==> src/rtl/branch_predict_unit_if.sv <==
// Branch predictor bus interface.
// Groups the stall qualifiers, fetch lookup, EX resolution and redirect
// outputs of branch_predict_unit. clk/rst are not part of the bundle.
//   slave  : the predictor side (consumes stalls/PCs, drives prediction,
//            b_stall, flush_pending, pending_kind, mispredict_cnt)
//   master : the pipeline side (drives the inputs, observes the outputs)
// Optional macro BPU_STATS_EN adds the 32-bit mispredict_cnt signal.
interface branch_predict_unit_if #(
  parameter int unsigned PC_W = 32
);
  logic            stall;
  logic            csr_stall;
  logic            if_stall;
  logic [PC_W-1:0] if_pc;
  logic            predict_taken;
  logic            ex_valid;
  logic            ex_is_branch;
  logic [PC_W-1:0] ex_pc;
  logic            is_ex_jump;
  logic            predict_ex_jump;
  logic [1:0]      b_stall;
  logic            flush_pending;
  logic [1:0]      pending_kind;
`ifdef BPU_STATS_EN
  logic [31:0]     mispredict_cnt;
`endif

  modport slave (
    input  stall, csr_stall, if_stall, if_pc,
    input  ex_valid, ex_is_branch, ex_pc, is_ex_jump, predict_ex_jump,
    output predict_taken, b_stall, flush_pending, pending_kind
`ifdef BPU_STATS_EN
    , output mispredict_cnt
`endif
  );

  modport master (
    output stall, csr_stall, if_stall, if_pc,
    output ex_valid, ex_is_branch, ex_pc, is_ex_jump, predict_ex_jump,
    input  predict_taken, b_stall, flush_pending, pending_kind
`ifdef BPU_STATS_EN
    , input mispredict_cnt
`endif
  );
endinterface

==> src/rtl/branch_predict_unit.sv <==
// Bimodal branch predictor with mispredict recovery tracking.
// Ports:
//   clk  - clock, all state on rising edge
//   rst  - asynchronous active-high reset
//   bus  - branch_predict_unit_if.slave (lookup, EX update, redirect status)
// A table of ENTRIES saturating counters (CTR_W bits each), indexed by
// pc[$clog2(ENTRIES)+1:2], predicts fetch PCs and is trained by resolved
// conditional branches in EX. A two-state FSM remembers a redirect that
// arrived while fetch was stalled until fetch is free again.
// Optional macro BPU_STATS_EN adds a wrapping 32-bit mispredict counter.
module branch_predict_unit #(
  parameter int unsigned ENTRIES = 64,
  parameter int unsigned CTR_W   = 2,
  parameter int unsigned PC_W    = 32
) (
  input  logic                 clk,
  input  logic                 rst,
  branch_predict_unit_if.slave bus
);
  localparam int unsigned IDX_W = $clog2(ENTRIES);
  localparam logic [CTR_W-1:0] CTR_RST = {1'b0, {(CTR_W-1){1'b1}}};

  typedef enum logic {IDLE, PENDING} state_e;

  state_e           state_q, state_d;
  logic [1:0]       kind_q, kind_d;
  logic [CTR_W-1:0] bht_q [ENTRIES];

  logic [IDX_W-1:0] lk_idx, up_idx;
  logic             hold, upd, mis;
  logic [1:0]       b_stall;
  logic [CTR_W-1:0] cur_ctr, nxt_ctr;
  logic             unused_pc;

  assign lk_idx    = bus.if_pc[IDX_W+1:2];
  assign up_idx    = bus.ex_pc[IDX_W+1:2];
  assign unused_pc = ^{bus.if_pc[PC_W-1:IDX_W+2], bus.if_pc[1:0],
                       bus.ex_pc[PC_W-1:IDX_W+2], bus.ex_pc[1:0]};

  assign hold = bus.stall | bus.csr_stall;
  assign upd  = bus.ex_valid & bus.ex_is_branch & ~hold;

  // Lookup reads the registered table, so a same-index update is not seen
  // until the following cycle.
  assign bus.predict_taken = bht_q[lk_idx][CTR_W-1];

  always_comb begin
    b_stall = 2'b00;
    if (bus.ex_valid) begin
      b_stall = {~bus.is_ex_jump & bus.predict_ex_jump,
                  bus.is_ex_jump & ~bus.predict_ex_jump};
    end
  end
  assign bus.b_stall = b_stall;
  assign mis         = (b_stall != 2'b00);

  always_comb begin
    cur_ctr = bht_q[up_idx];
    nxt_ctr = cur_ctr;
    if (bus.is_ex_jump) begin
      if (cur_ctr != '1) nxt_ctr = cur_ctr + 1'b1;
    end else begin
      if (cur_ctr != '0) nxt_ctr = cur_ctr - 1'b1;
    end
  end

  always_ff @(posedge clk or posedge rst) begin
    if (rst) begin
      for (int unsigned i = 0; i < ENTRIES; i++) bht_q[i] <= CTR_RST;
    end else if (upd) begin
      bht_q[up_idx] <= nxt_ctr;
    end
  end

  // Recovery FSM: state register
  always_ff @(posedge clk or posedge rst) begin
    if (rst) begin
      state_q <= IDLE;
      kind_q  <= 2'b00;
    end else begin
      state_q <= state_d;
      kind_q  <= kind_d;
    end
  end

  // Recovery FSM: next state. Leaving PENDING wins over a new mispredict,
  // which could not qualify anyway once if_stall is low.
  always_comb begin
    state_d = state_q;
    kind_d  = kind_q;
    if (!hold) begin
      unique case (state_q)
        IDLE: begin
          if (mis && bus.if_stall) begin
            state_d = PENDING;
            kind_d  = b_stall;
          end
        end
        PENDING: begin
          if (!bus.if_stall) begin
            state_d = IDLE;
            kind_d  = 2'b00;
          end else if (mis) begin
            kind_d  = b_stall;
          end
        end
        default: state_d = IDLE;
      endcase
    end
  end

  // Recovery FSM: outputs (decoded from registers only)
  always_comb begin
    bus.flush_pending = (state_q == PENDING);
    bus.pending_kind  = kind_q;
  end

`ifdef BPU_STATS_EN
  logic [31:0] cnt_q;
  always_ff @(posedge clk or posedge rst) begin
    if (rst)              cnt_q <= '0;
    else if (mis && !hold) cnt_q <= cnt_q + 32'd1;
  end
  assign bus.mispredict_cnt = cnt_q;
`endif
endmodule

==> src/flat_wrapper.sv <==
// flat-port wrapper written by rule: the top's interface ports become plain ports
module branch_predict_unit_flat 
#(
  parameter int unsigned ENTRIES = 64,
  parameter int unsigned CTR_W   = 2,
  parameter int unsigned PC_W    = 32
)
  (clk, rst, bus_stall, bus_csr_stall, bus_if_stall, bus_if_pc, bus_ex_valid, bus_ex_is_branch, bus_ex_pc, bus_is_ex_jump, bus_predict_ex_jump, bus_predict_taken, bus_b_stall, bus_flush_pending, bus_pending_kind);
  branch_predict_unit_if #(.PC_W(PC_W)) bus_i ();
  input  logic clk;
  input  logic rst;
  input wire logic [$bits(bus_i.stall)-1:0] bus_stall;
  input wire logic [$bits(bus_i.csr_stall)-1:0] bus_csr_stall;
  input wire logic [$bits(bus_i.if_stall)-1:0] bus_if_stall;
  input wire logic [$bits(bus_i.if_pc)-1:0] bus_if_pc;
  input wire logic [$bits(bus_i.ex_valid)-1:0] bus_ex_valid;
  input wire logic [$bits(bus_i.ex_is_branch)-1:0] bus_ex_is_branch;
  input wire logic [$bits(bus_i.ex_pc)-1:0] bus_ex_pc;
  input wire logic [$bits(bus_i.is_ex_jump)-1:0] bus_is_ex_jump;
  input wire logic [$bits(bus_i.predict_ex_jump)-1:0] bus_predict_ex_jump;
  output wire logic [$bits(bus_i.predict_taken)-1:0] bus_predict_taken;
  output wire logic [$bits(bus_i.b_stall)-1:0] bus_b_stall;
  output wire logic [$bits(bus_i.flush_pending)-1:0] bus_flush_pending;
  output wire logic [$bits(bus_i.pending_kind)-1:0] bus_pending_kind;
  assign bus_i.stall = bus_stall;
  assign bus_i.csr_stall = bus_csr_stall;
  assign bus_i.if_stall = bus_if_stall;
  assign bus_i.if_pc = bus_if_pc;
  assign bus_i.ex_valid = bus_ex_valid;
  assign bus_i.ex_is_branch = bus_ex_is_branch;
  assign bus_i.ex_pc = bus_ex_pc;
  assign bus_i.is_ex_jump = bus_is_ex_jump;
  assign bus_i.predict_ex_jump = bus_predict_ex_jump;
  assign bus_predict_taken = bus_i.predict_taken;
  assign bus_b_stall = bus_i.b_stall;
  assign bus_flush_pending = bus_i.flush_pending;
  assign bus_pending_kind = bus_i.pending_kind;
  branch_predict_unit #(.ENTRIES(ENTRIES), .CTR_W(CTR_W), .PC_W(PC_W)) u_core (.clk(clk), .rst(rst), .bus(bus_i));
endmodule
==> config.mk <==
export PLATFORM = sky130hd
export DESIGN_NAME = branch_predict_unit_flat
export DESIGN_NICKNAME = d
export VERILOG_FILES = /design/src/rtl/branch_predict_unit_if.sv /design/src/rtl/branch_predict_unit.sv /design/src/flat_wrapper.sv
export SDC_FILE = /design/constraint.sdc
export NUM_CORES = 1
export LEC_CHECK = 0
export CAP_MARGIN = 10
export CORE_MARGIN = 2
export CORE_UTILIZATION = 58
export CTS_CLUSTER_SIZE = 40
export DETAILED_ROUTE_END_ITERATION = 16
export DONT_BUFFER_PORTS = 1
export PLACE_DENSITY = 0.76
export SYNTH_ARGS = -nofsm -noshare
export SYNTH_HDL_FRONTEND = slang
export SYNTH_SLANG_ARGS = --single-unit
==> constraint.sdc <==
create_clock -name clk -period 4.35 [get_ports clk]
set_clock_uncertainty 0.15 [all_clocks]
set_input_delay 0.87 -clock clk [delete_from_list [all_inputs] [get_ports clk]]
set_output_delay 0.87 -clock clk [all_outputs]
set_load 0.01 [all_outputs]
# After elaboration in Yosys (flattened, before gate mapping)
# Cells that the tools add are included.
# Widths: inputs -> output; s select.
# totals
inputBits	73
ff_bits	131
wordCells	110
mem_bits_ro	0
output_inout_bits	6
latchBits	0
mem_bits_rw	0
mem_count	0
# classes
multipliers	0
bitwise	11
addsub	2
order_cmp	3
n_reduce_logical	5
div_mod_pow	0
n_eq_ne	3
muxes	20
n_shift	0
# ops
op	count
$bwmux 128	1
$bmux 2 s6	2
$mux 2	12
$ge 7x7->1 const B	2
$not 6->7	2
$demux 2 s6	1
$lt 7x1->1 const B	1
$and 1x1->1	4
$not 1->1	4
$pmux 2 s2	1
$reduce_bool 2->1	2
$ne 3x3->1 const B	1
$reduce_and 3->1	1
$add 2x1->2 const B	1
$logic_and 1x1->1	2
$mux 1	2
$ne 2x1->1 const B	1
$ne 2x2->1 const B	1
$pmux 1 s2	1
$sub 2x1->2 const B	1
$or 1x1->1	1

# Logic depth before layout (Yosys ltp)
# depth
ltp_word	8
depth_mapped	11
depth_no_buf	7

# Worst setup path after synthesis
# OpenSTA, ideal clock, no wires.
# synth_timing
kind	input port to output port
from	in bus_if_pc[2]
to	out bus_predict_taken
t_required_ns	3.330
t_arrival_ns	3.066
n_path_buf	2
cell_stages	5
path_slack_ns	0.264
path_cell_list	clkbuf_1 -> buf_2 -> mux4_2 -> mux4_2 -> mux4_2
# synth_via
elab_chain_len	4
# synth_lines
element	line_no	text
start: declaration	flat_wrapper.sv:15	input wire logic [$bits(bus_i.if_pc)-1:0] bus_if_pc;
$not 6->7 (implied by the code)	branch_predict_unit.sv:45	assign bus.predict_taken = bht_q[lk_idx][CTR_W-1];
$bmux 2 s6	branch_predict_unit.sv:45	
$mux 2 (implied by the code) (2 in series)	branch_predict_unit.sv:45	
end: declaration	flat_wrapper.sv:21	output wire logic [$bits(bus_i.predict_taken)-1:0] bus_predict_taken;
# Every way passes these cells. The select of a mux whose other input is x is not followed.

# Final worst setup path
# Same ends and word-level chain as after synthesis.

==> impl_results.md <==
* HP Class: input pin to async pin
* Crit start category: input pin
* Final net count at 726
* EDFF count, synth at 0
* Post-synth top flop: dfrtp_1
* CTS buffer count at 17
* Register area share after synthesis at 48.5%
* CP max-delay cell: mux4_2
* Syn. warnings at 0
* Critical path class: input pin to primary output
* Row cnt at 39
* IO Port Bufs at 0
* CTS resizes at 0
* DR vias/cell at 6.44
* Lkg Pwr at 2.95 nW
* Hold Fails Final Rpt at 0
* CP max FO at 16
* DRC at 0
* Post-route ant nets at 0
* Vias in the first global route at 5360
* CTS sink cnt at 131
* Worst path arrival time at 2450 ps
* CP max stage delay at 540 ps
* Synthesized area at 6930 µm²
* Area leader, netlist: dfstp_2
* Synth area leaders: dfstp_2 24%, dfrtp_1 24%, mux4_2 11%
* Post-synth cell types at 45
* Synthesized Nets at 737
* Endpoint class of the critical path: primary output
* Slew Limit Headroom at 29.1%
* Area growth from synthesis to layout at 8.80%
* Tmin final at 3470 ps
* Async SR Flop Fraction at 100%
* First-pass GRT wire length at 28.5 mm
* R2R cell count at 7
* Drt wl/cell at 21.6 µm
* Top cell by count, worst path: mux4_2
* H-tree depth at 4
* Commonest cells post-synth: 197 x nand2_1, 67 x dfrtp_1, 64 x dfstp_2
* Top Ports at 79
* Worst-path clk slew at 60 ps
* Reg2Reg Capture Point: u_core.bht_q[82]$_DFFE_PP1P_
* Initial DRC count at 636
* Final core occ at 65.4%
* Synth top area share at 24.3%
* Total track usage at 29.6%
* Cell Pwr Density at 382 nW/µm²
* Layout cells sized above 1 at 30.5%
* Root buf cell: clkbuf_16
* Initial cell density of the core at 60.1%
* Avg Cell Area, Syn at 10.4 µm²
* GPL Wtd Cong at 0.898
* Initial antenna violation count at 0
* Flops & latches, synth at 131
* Fmax at 289 MHz
* # setup viols final at 0
* Req. time, crit path at 3330 ps
* Ant diodes at 0
* MaxCap Viol Count at 0
* Most frequent cell after synthesis: nand2_1
* Crit Reg-Reg Startpoint: u_core.bht_q[17]$_DFFE_PP0P_
* Max-slew violations at 0
* Worst path cell trace: mux4_2 > mux4_2 > mux4_2
* DIE WIDTH at 113 µm
* Vias at 5213
* Setup Fix Bufs, Post-CTS at 0
* CTS tree: built
* CTS hold repair buffers at 0
* R2r setup slk at 1190 ps
* Die Y at 113 µm
* RSZ-0062 raised after global routing: false
* Clk_lat worst skew at 420 ps
* Detailed Route WL at 17.5 mm
* Die area at 12800 µm²
* CTS Buffer Depth at 2
* Core ar. at 11500 µm²
* Slew @ Worst Pin at 1060 ps
* VDD IR-drop max at 0.209 mV
* Grt ovf at 0
* Fillers at 857
* Largest net degree at the start of global routing at 73
* Total negative slack at 0 ps
* Hpwl dp at 11.4 mm
* Final period utilization at 79.7%
* Cells after synthesis at 664
* First-pass DRT Iterations at 7
* Outcome: completed
==> routing by layer <==
| layer | wire, µm | GRT usage (%) | part of all wire [%] | vias to the layer above |
|---|---|---|---|---|
| li1 | - | - | - | 2381 |
| met5 | 0 | 0 | 0 | - |
| met2 | 8540 | 47.3 | 49 | 237 |
| met1 | 6810 | 37.5 | 39 | 2540 |
| met3 | 1490 | 7.98 | 8.5 | 55 |
| met4 | 633 | 15.0 | 3.6 | 0 |
==> flip-flops by register name (all words and copies together), names as in the netlist <==
register and flops:
u_core.bht_q 128, u_core.bus.flush_pending 1, u_core.bus.pending_kind 2
==> kinds of logic after synthesis <==
family                     after synthesis  share of synthesized area (%)
DFF                                    131                           48.5
AOI/OAI and AO/OA                      179                           17.7
muxes                                   60                           14.9
and+or+nand+nor                        247                           14.7
adders and majority gates                2                          0.325
buffers and inverters                   45                           3.83
==> worst max-delay path by stage <==
stage                  from                      endpoint  slack [ps]  depth (start not counted)
2_1_floorplan  bus_if_pc[2]             bus_predict_taken         260                          5
3_3_place_gp   bus_ex_pc[4]  u_core.bht_q[80]$_DFFE_PP1P_         700                          7
3_5_place_dp   bus_ex_pc[4]  u_core.bht_q[82]$_DFFE_PP1P_         620                          7
4_1_cts        bus_if_pc[2]             bus_predict_taken         920                          3
5_1_grt        bus_if_pc[2]             bus_predict_taken         880                          3
6_report       bus_if_pc[2]             bus_predict_taken         880                          3
==> where the power goes <==
part | switching, mW | leakage, nW | internal (mW)
combinational | 0.127 | 1.08 | 0.0719
clock | 0.510 | 0.283 | 0.884
sequential | 0.0240 | 1.59 | 1.26
total | 0.661 | 2.95 | 2.22
==> worst max-delay path: cells and delay by family <==
| family | cells | cell delay, ps |
|---|---|---|
| mux | 3 | 1560 |
==> layout make-up <==
| type | count | area, µm² | share of cell area [%] |
|---|---|---|---|
| clock inverters | 9 | 104 | 1.38 |
| inverters | 8 | 33.8 | 0.448 |
| clock buffers | 23 | 478 | 6.34 |
| multi-input cells | 488 | 3310 | 43.9 |
| well taps | 143 | 179 | 2.37 |
| flip-flops and latches | 131 | 3360 | 44.6 |
| repair buffers | 7 | 77.6 | 1.03 |
==> stage by stage <==
| stage | hold slack [ps] | area, µm² | power (mW) | cells | setup WS (ps) |
|---|---|---|---|---|---|
| global route | 124 | 7540 | 2.98 | 809 | 880 |
| detailed placement | 307 | 6950 | 1.51 | 777 | 620 |
| finish | 110 | 7540 | 2.88 | 809 | 885 |
| global placement | 299 | 6950 | 1.50 | 777 | 699 |
| floorplan | 291 | 6930 | 1.49 | 664 | 264 |
| CTS | 104 | 7540 | 2.89 | 809 | 918 |
==> cell usage in the layout, fill, tap and decap left out, types with 7 or more instances in the layout <==
master       n
nand2_1    197
dfrtp_1     67
inv_1        7
mux2i_1     12
dfstp_2     64
o21ai_2     48
mux2_2      15
clkbuf_16   17
nor2_1      18
o21ai_1     23
o21ai_0     63
mux4_2      33
No activity file was read; power rests on OpenSTA's default activity.
